<file path="src/rtl/lock_pkg.sv">
// Mode encodings shared by the lock sequencer, display mux and entry engine.
package lock_pkg;

  localparam int MODE_W = 2;

  typedef enum logic [MODE_W-1:0] {
    MODE_SET      = 2'b00,
    MODE_LOCKED   = 2'b01,
    MODE_LOCKOUT  = 2'b10,
    MODE_UNLOCKED = 2'b11
  } mode_e;

endpackage

</file>
<file path="src/rtl/sec_tick.sv">
// One-second tick prescaler: counts 0..TICK_DIV-1 while enabled, pulses on terminal count.
module sec_tick #(
  parameter int TICK_DIV = 50_000_000
) (
  input  logic clk,
  input  logic rst_n,
  input  logic en,
  input  logic clr,
  output logic tick
);

  localparam int            CW = (TICK_DIV > 1) ? $clog2(TICK_DIV) : 1;
  localparam logic [CW-1:0] TC = CW'(TICK_DIV - 1);

  logic [CW-1:0] cnt;

  assign tick = en & ~clr & (cnt == TC);

  always_ff @(posedge clk or negedge rst_n) begin
    if (!rst_n) begin
      cnt <= '0;
    end else if (clr || !en || (cnt == TC)) begin
      cnt <= '0;
    end else begin
      cnt <= cnt + CW'(1);
    end
  end

endmodule

</file>
<file path="src/rtl/lock_mode_controller.sv">
// Combination-lock mode sequencer: SET/LOCKED/LOCKOUT/UNLOCKED, fail counter, lockout countdown.
//   state    | meaning
//   SET      | waiting for a new password to be entered
//   LOCKED   | waiting for a code; wrong codes counted in fails
//   LOCKOUT  | too many wrong codes; counting down lockout_remain seconds
//   UNLOCKED | open; btn 0 -> change password, btn 1 -> relock
module lock_mode_controller
  import lock_pkg::*;
#(
  parameter int MAX_FAILS   = 3,
  parameter int LOCKOUT_SEC = 10,
  parameter int TICK_DIV    = 50_000_000
) (
  input  logic       clk,
  input  logic       rst_n,
  input  logic [3:0] btn_n,
  input  logic       entry_done,
  input  logic       entry_match,
  output logic [1:0] mode,
  output logic       entry_clr,
  output logic       pw_load,
  output logic [1:0] fails,
  output logic [6:0] lockout_remain
);

  localparam logic [1:0] MAXF = 2'(MAX_FAILS);
  localparam logic [6:0] LSEC = 7'(LOCKOUT_SEC);

  mode_e      state, state_nxt;
  logic [1:0] fails_nxt;
  logic [6:0] remain_nxt;
  logic       clr_nxt, load_nxt;
  logic [3:0] btn_s1, btn_s2, btn_d, press;
  logic       tick;
  logic       unused_press;

  always_ff @(posedge clk or negedge rst_n) begin
    if (!rst_n) begin
      btn_s1 <= 4'hF;
      btn_s2 <= 4'hF;
      btn_d  <= 4'hF;
    end else begin
      btn_s1 <= btn_n;
      btn_s2 <= btn_s1;
      btn_d  <= btn_s2;
    end
  end

  // Buttons are active-low, so a press is a 1->0 edge of the synchronised level.
  assign press        = btn_d & ~btn_s2;
  assign unused_press = |press[3:2];

  sec_tick #(.TICK_DIV(TICK_DIV)) u_sec_tick (
    .clk   (clk),
    .rst_n (rst_n),
    .en    (state == MODE_LOCKOUT),
    .clr   (state != MODE_LOCKOUT),
    .tick  (tick)
  );

  always_comb begin
    state_nxt  = state;
    fails_nxt  = fails;
    remain_nxt = lockout_remain;
    clr_nxt    = 1'b0;
    load_nxt   = 1'b0;
    case (state)
      MODE_SET: begin
        if (entry_done) begin
          state_nxt = MODE_LOCKED;
          load_nxt  = 1'b1;
          fails_nxt = 2'd0;
          clr_nxt   = 1'b1;
        end
      end
      MODE_LOCKED: begin
        if (entry_done) begin
          clr_nxt = 1'b1;
          if (entry_match) begin
            state_nxt = MODE_UNLOCKED;
            fails_nxt = 2'd0;
          end else if (fails + 2'd1 == MAXF) begin
            state_nxt  = MODE_LOCKOUT;
            fails_nxt  = MAXF;
            remain_nxt = LSEC;
          end else begin
            fails_nxt = fails + 2'd1;
          end
        end
      end
      MODE_LOCKOUT: begin
        if (tick) begin
          if (lockout_remain == 7'd1) begin
            state_nxt  = MODE_LOCKED;
            remain_nxt = 7'd0;
            fails_nxt  = 2'd0;
            clr_nxt    = 1'b1;
          end else begin
            remain_nxt = lockout_remain - 7'd1;
          end
        end
      end
      MODE_UNLOCKED: begin
        if (press[0]) begin
          state_nxt = MODE_SET;
          clr_nxt   = 1'b1;
        end else if (press[1]) begin
          state_nxt = MODE_LOCKED;
          fails_nxt = 2'd0;
          clr_nxt   = 1'b1;
        end
      end
      default: state_nxt = MODE_SET;
    endcase
  end

  always_ff @(posedge clk or negedge rst_n) begin
    if (!rst_n) begin
      state          <= MODE_SET;
      fails          <= 2'd0;
      lockout_remain <= 7'd0;
      entry_clr      <= 1'b0;
      pw_load        <= 1'b0;
    end else begin
      state          <= state_nxt;
      fails          <= fails_nxt;
      lockout_remain <= remain_nxt;
      entry_clr      <= clr_nxt;
      pw_load        <= load_nxt;
    end
  end

  assign mode = state;

endmodule

</file>
<file path="config.mk">
export PLATFORM = sky130hd
export DESIGN_NAME = lock_mode_controller
export DESIGN_NICKNAME = d
export VERILOG_FILES = /design/src/rtl/lock_pkg.sv /design/src/rtl/sec_tick.sv /design/src/rtl/lock_mode_controller.sv
export SDC_FILE = /design/constraint.sdc
export NUM_CORES = 1
export LEC_CHECK = 0
export CORE_MARGIN = 2
export CORE_UTILIZATION = 61
export CTS_CLUSTER_SIZE = 8
export DETAILED_ROUTE_END_ITERATION = 7
export PLACE_DENSITY = 0.93
export SLEW_MARGIN = 20
export SYNTH_ARGS = -nofsm -noshare
export SYNTH_HDL_FRONTEND = slang
export SYNTH_SLANG_ARGS = --single-unit
</file>
<file path="constraint.sdc">
create_clock -name clk -period 3.81 [get_ports clk]
set_input_delay 0.762 -clock clk [delete_from_list [all_inputs] [get_ports clk]]
set_output_delay 0.762 -clock clk [all_outputs]
set_load 0.01 [all_outputs]
</file>
==> impl_metrics.ini <==
[power]
swShare = 0.196
p_switching_mw = 0.158
p_int_mw = 0.646
ir_drop_v = 0.000274
power_frac_comb = 0.021
power.total_mw = 0.803
power_density_mw_per_mm2 = 321
p_leak_nw = 1.11
p_clk_frac = 0.376
p_seq_frac = 0.603

[synthesis]
synthTopCellsByCount = dfrtp_1, nor2_1, xor2_1, nand3_1
async_flop_share = 1.00
synth_most_common_cell = dfrtp_1
syn_inst = 220
synth_seq_area_share = 0.514
ys.flop_type = dfrtp_1
yosysTopAreaCell = dfrtp_1
ys_seq_elements = 45
synth.distinct_cells = 41
syn_nets = 232
synth.avg_cell_area_sq_um = 10.0
syn_area_sq_mm = 0.00220
netlist_top_cells_area = dfrtp_1, xor2_1, dfstp_2
synth_edf_count = 0
synth_top_area_share = 0.443
ys_warn_count = 0

[floorplanning]
die_area_sq_mm = 0.00411
chipWidth_microns = 64.1
die_h_microns = 64.1
design.core.area_sq_mm = 0.00342
num_rows = 21
start_util = 0.645
num_io_pins = 21

[layout]
n_antenna_cell = 0
syn2layout_area_growth_pct = 13.5
stdcell_count = 287
final_nets = 252
drive_gt1_frac = 0.0913

[global_routing]
grtUsageTotal = 0.224
grt_pass1_wl_microns = 7080
grt_pass1_vias = 1681
antenna_found_initial = 0
grt_max_degree = 46
overflow = 0

[sta]
min_period_ns = 2.27
hold_violations = 0
setup_viol = 0
relSlewSlack = 0.504
fmax_mhz = 440
fin_skew_ns = 0.00799
rsz0062_at_grt = no
fin_crit_sh = 0.597
setup_tns_ns = 0
worst_pin_slew_ns = 0.743
setup_slack_ns = 1.54
maxSlewViolCount = 0

[worst_setup_path]
crit_buf_inv = 1
crit_fanout = 11
worst_path_largest_cell_delay_ns = 0.60
crit_chain = clkdlybuf4s50_1
worstPathRequired_ns = 3.05
start_kind = flip-flop
arrival_ns = 1.51
slowest_stage = clkdlybuf4s50_1
critical_path.top_delay_family = buffers and inverters
end_kind = output pin
crit_type = reg2out

[clocking]
root_buffer = clkbuf_4
clock_sinks = 45
cts_made_buffers = 5
cts.clk_slew.worst_paths_ns = 0.12
ctsResizeCount = 0
cts_max_level = 2
clock_path_buffers = 2
post-cts-setup-buffers = 0
cts_tree = done
insertion_delay_ns = 0.36
postCtsHoldBufs = 0

[run]
cap_violations = 0

[placed_design]
io_buffer_count = 18
dp_hpwl_microns = 2750
place.gp.congestion = 0.783
dp.cells = 279
dp_slack_ns = 1.41

[detailed_routing]
drt_iter0_markers = 90
drc = 0
routed_wl_microns = 3860
firstDrtPassIters = 4
wl_per_cell_microns = 13.5
ant_nets = 0
vias_per_cell = 5.69
vias = 1633

[worst_hold_path]
hp-class = in2async

[status]
status = finished clean
-- logic make-up after synthesis --
logic type	count (synthesis)	synth area share
AOI/OAI and AO/OA	24	0.0744
xor gates and xnor gates	24	0.0954
adders and majority gates	4	0.0227
buffers and inverters	18	0.0346
DFF	45	0.514
muxes	2	0.00909
and+or+nand+nor	103	0.249
-- per-stage QoR --
stage / hold WS, ns / util / area (sq um)
2_1_floorplan: 0.345 / - / 2200
3_3_place_gp: 0.346 / 0.706 / 2410
3_5_place_dp: 0.349 / 0.706 / 2410
4_1_cts: 0.367 / 0.731 / 2500
5_1_grt: 0.368 / 0.732 / 2500
6_report: 0.365 / 0.732 / 2500
-- power by group through the flow --
stage	clock network [mW]	registers, mW	logic (mW)
2_1_floorplan	0	0.493	0.00265
3_3_place_gp	0	0.493	0.0171
3_5_place_dp	0	0.493	0.0174
4_1_cts	0.307	0.484	0.0175
5_1_grt	0.326	0.485	0.0205
6_report	0.302	0.484	0.0171
-- metal layers --
metal | share of wire | global-route usage
met2 | 0.48 | 0.372
met3 | 0.038 | 0.0493
met4 | 0.017 | 0.0878
met5 | 0 | 0
met1 | 0.46 | 0.286
-- placed cells by master (no fill, tap or decap), types with 4 or more instances in the layout --
cell type / netlist / layout
ha_1: 4 / 4
o22ai_1: 5 / 5
o21ai_1: 4 / 4
nor2_1: 34 / 34
nand2_1: 12 / 12
and4_1: 4 / 4
nor2b_1: 4 / 4
dfrtp_1: 39 / 39
xnor2_1: 4 / 4
inv_1: 12 / 12
and3_1: 4 / 4
clkbuf_4: 0 / 5
dfstp_2: 6 / 6
nand3_1: 17 / 17
nand4_1: 8 / 8
xor2_1: 20 / 20
clkdlybuf4s50_1: 0 / 17
-- worst reg2reg max path: cells and delay by family, from the launching register on --
family / cells / cell delay, ns
fa+ha+maj: 1 / 0.24
flops: 1 / 0.41
compound gates: 1 / 0.63
simple gates: 3 / 0.54
buf+inv: 1 / 0.34
-- final cells by class --
cell class,count,area [sq um]
fillers,247,916
flip-flops and latches,45,1130
multi-input cells,157,993
clock buffers,7,55.1
clock inverters,1,30.0
repair buffers,19,185
inverters,12,45.0
well taps,46,57.6
-- worst paths after layout --
path | start | to | slack [ns] | depth (start not counted)
max in group asynchronous | rst_n | btn_s2[1] | 3.06 | 1
min | rst_n | lockout_remain[2] | 0.37 | 1
min in group clk | btn_s1[0] | btn_s2[0] | 0.37 | 0
max | mode[1] | mode[1] | 1.54 | 1
max reg2reg | u_sec_tick.cnt[0] | u_sec_tick.cnt[8] | 1.54 | 6
min reg2reg | btn_s1[0] | btn_s2[0] | 0.37 | 0
-- flip-flops by register name, summed over array words and instances (netlist names) --
| name | count |
|---|---|
| btn_d | 2 |
| btn_s1 | 2 |
| btn_s2 | 2 |
| entry_clr | 1 |
| fails | 2 |
| lockout_remain | 7 |
| mode | 2 |
| pw_load | 1 |
| u_sec_tick.cnt | 26 |
Note: power is estimated with default switching activity, not from simulation.
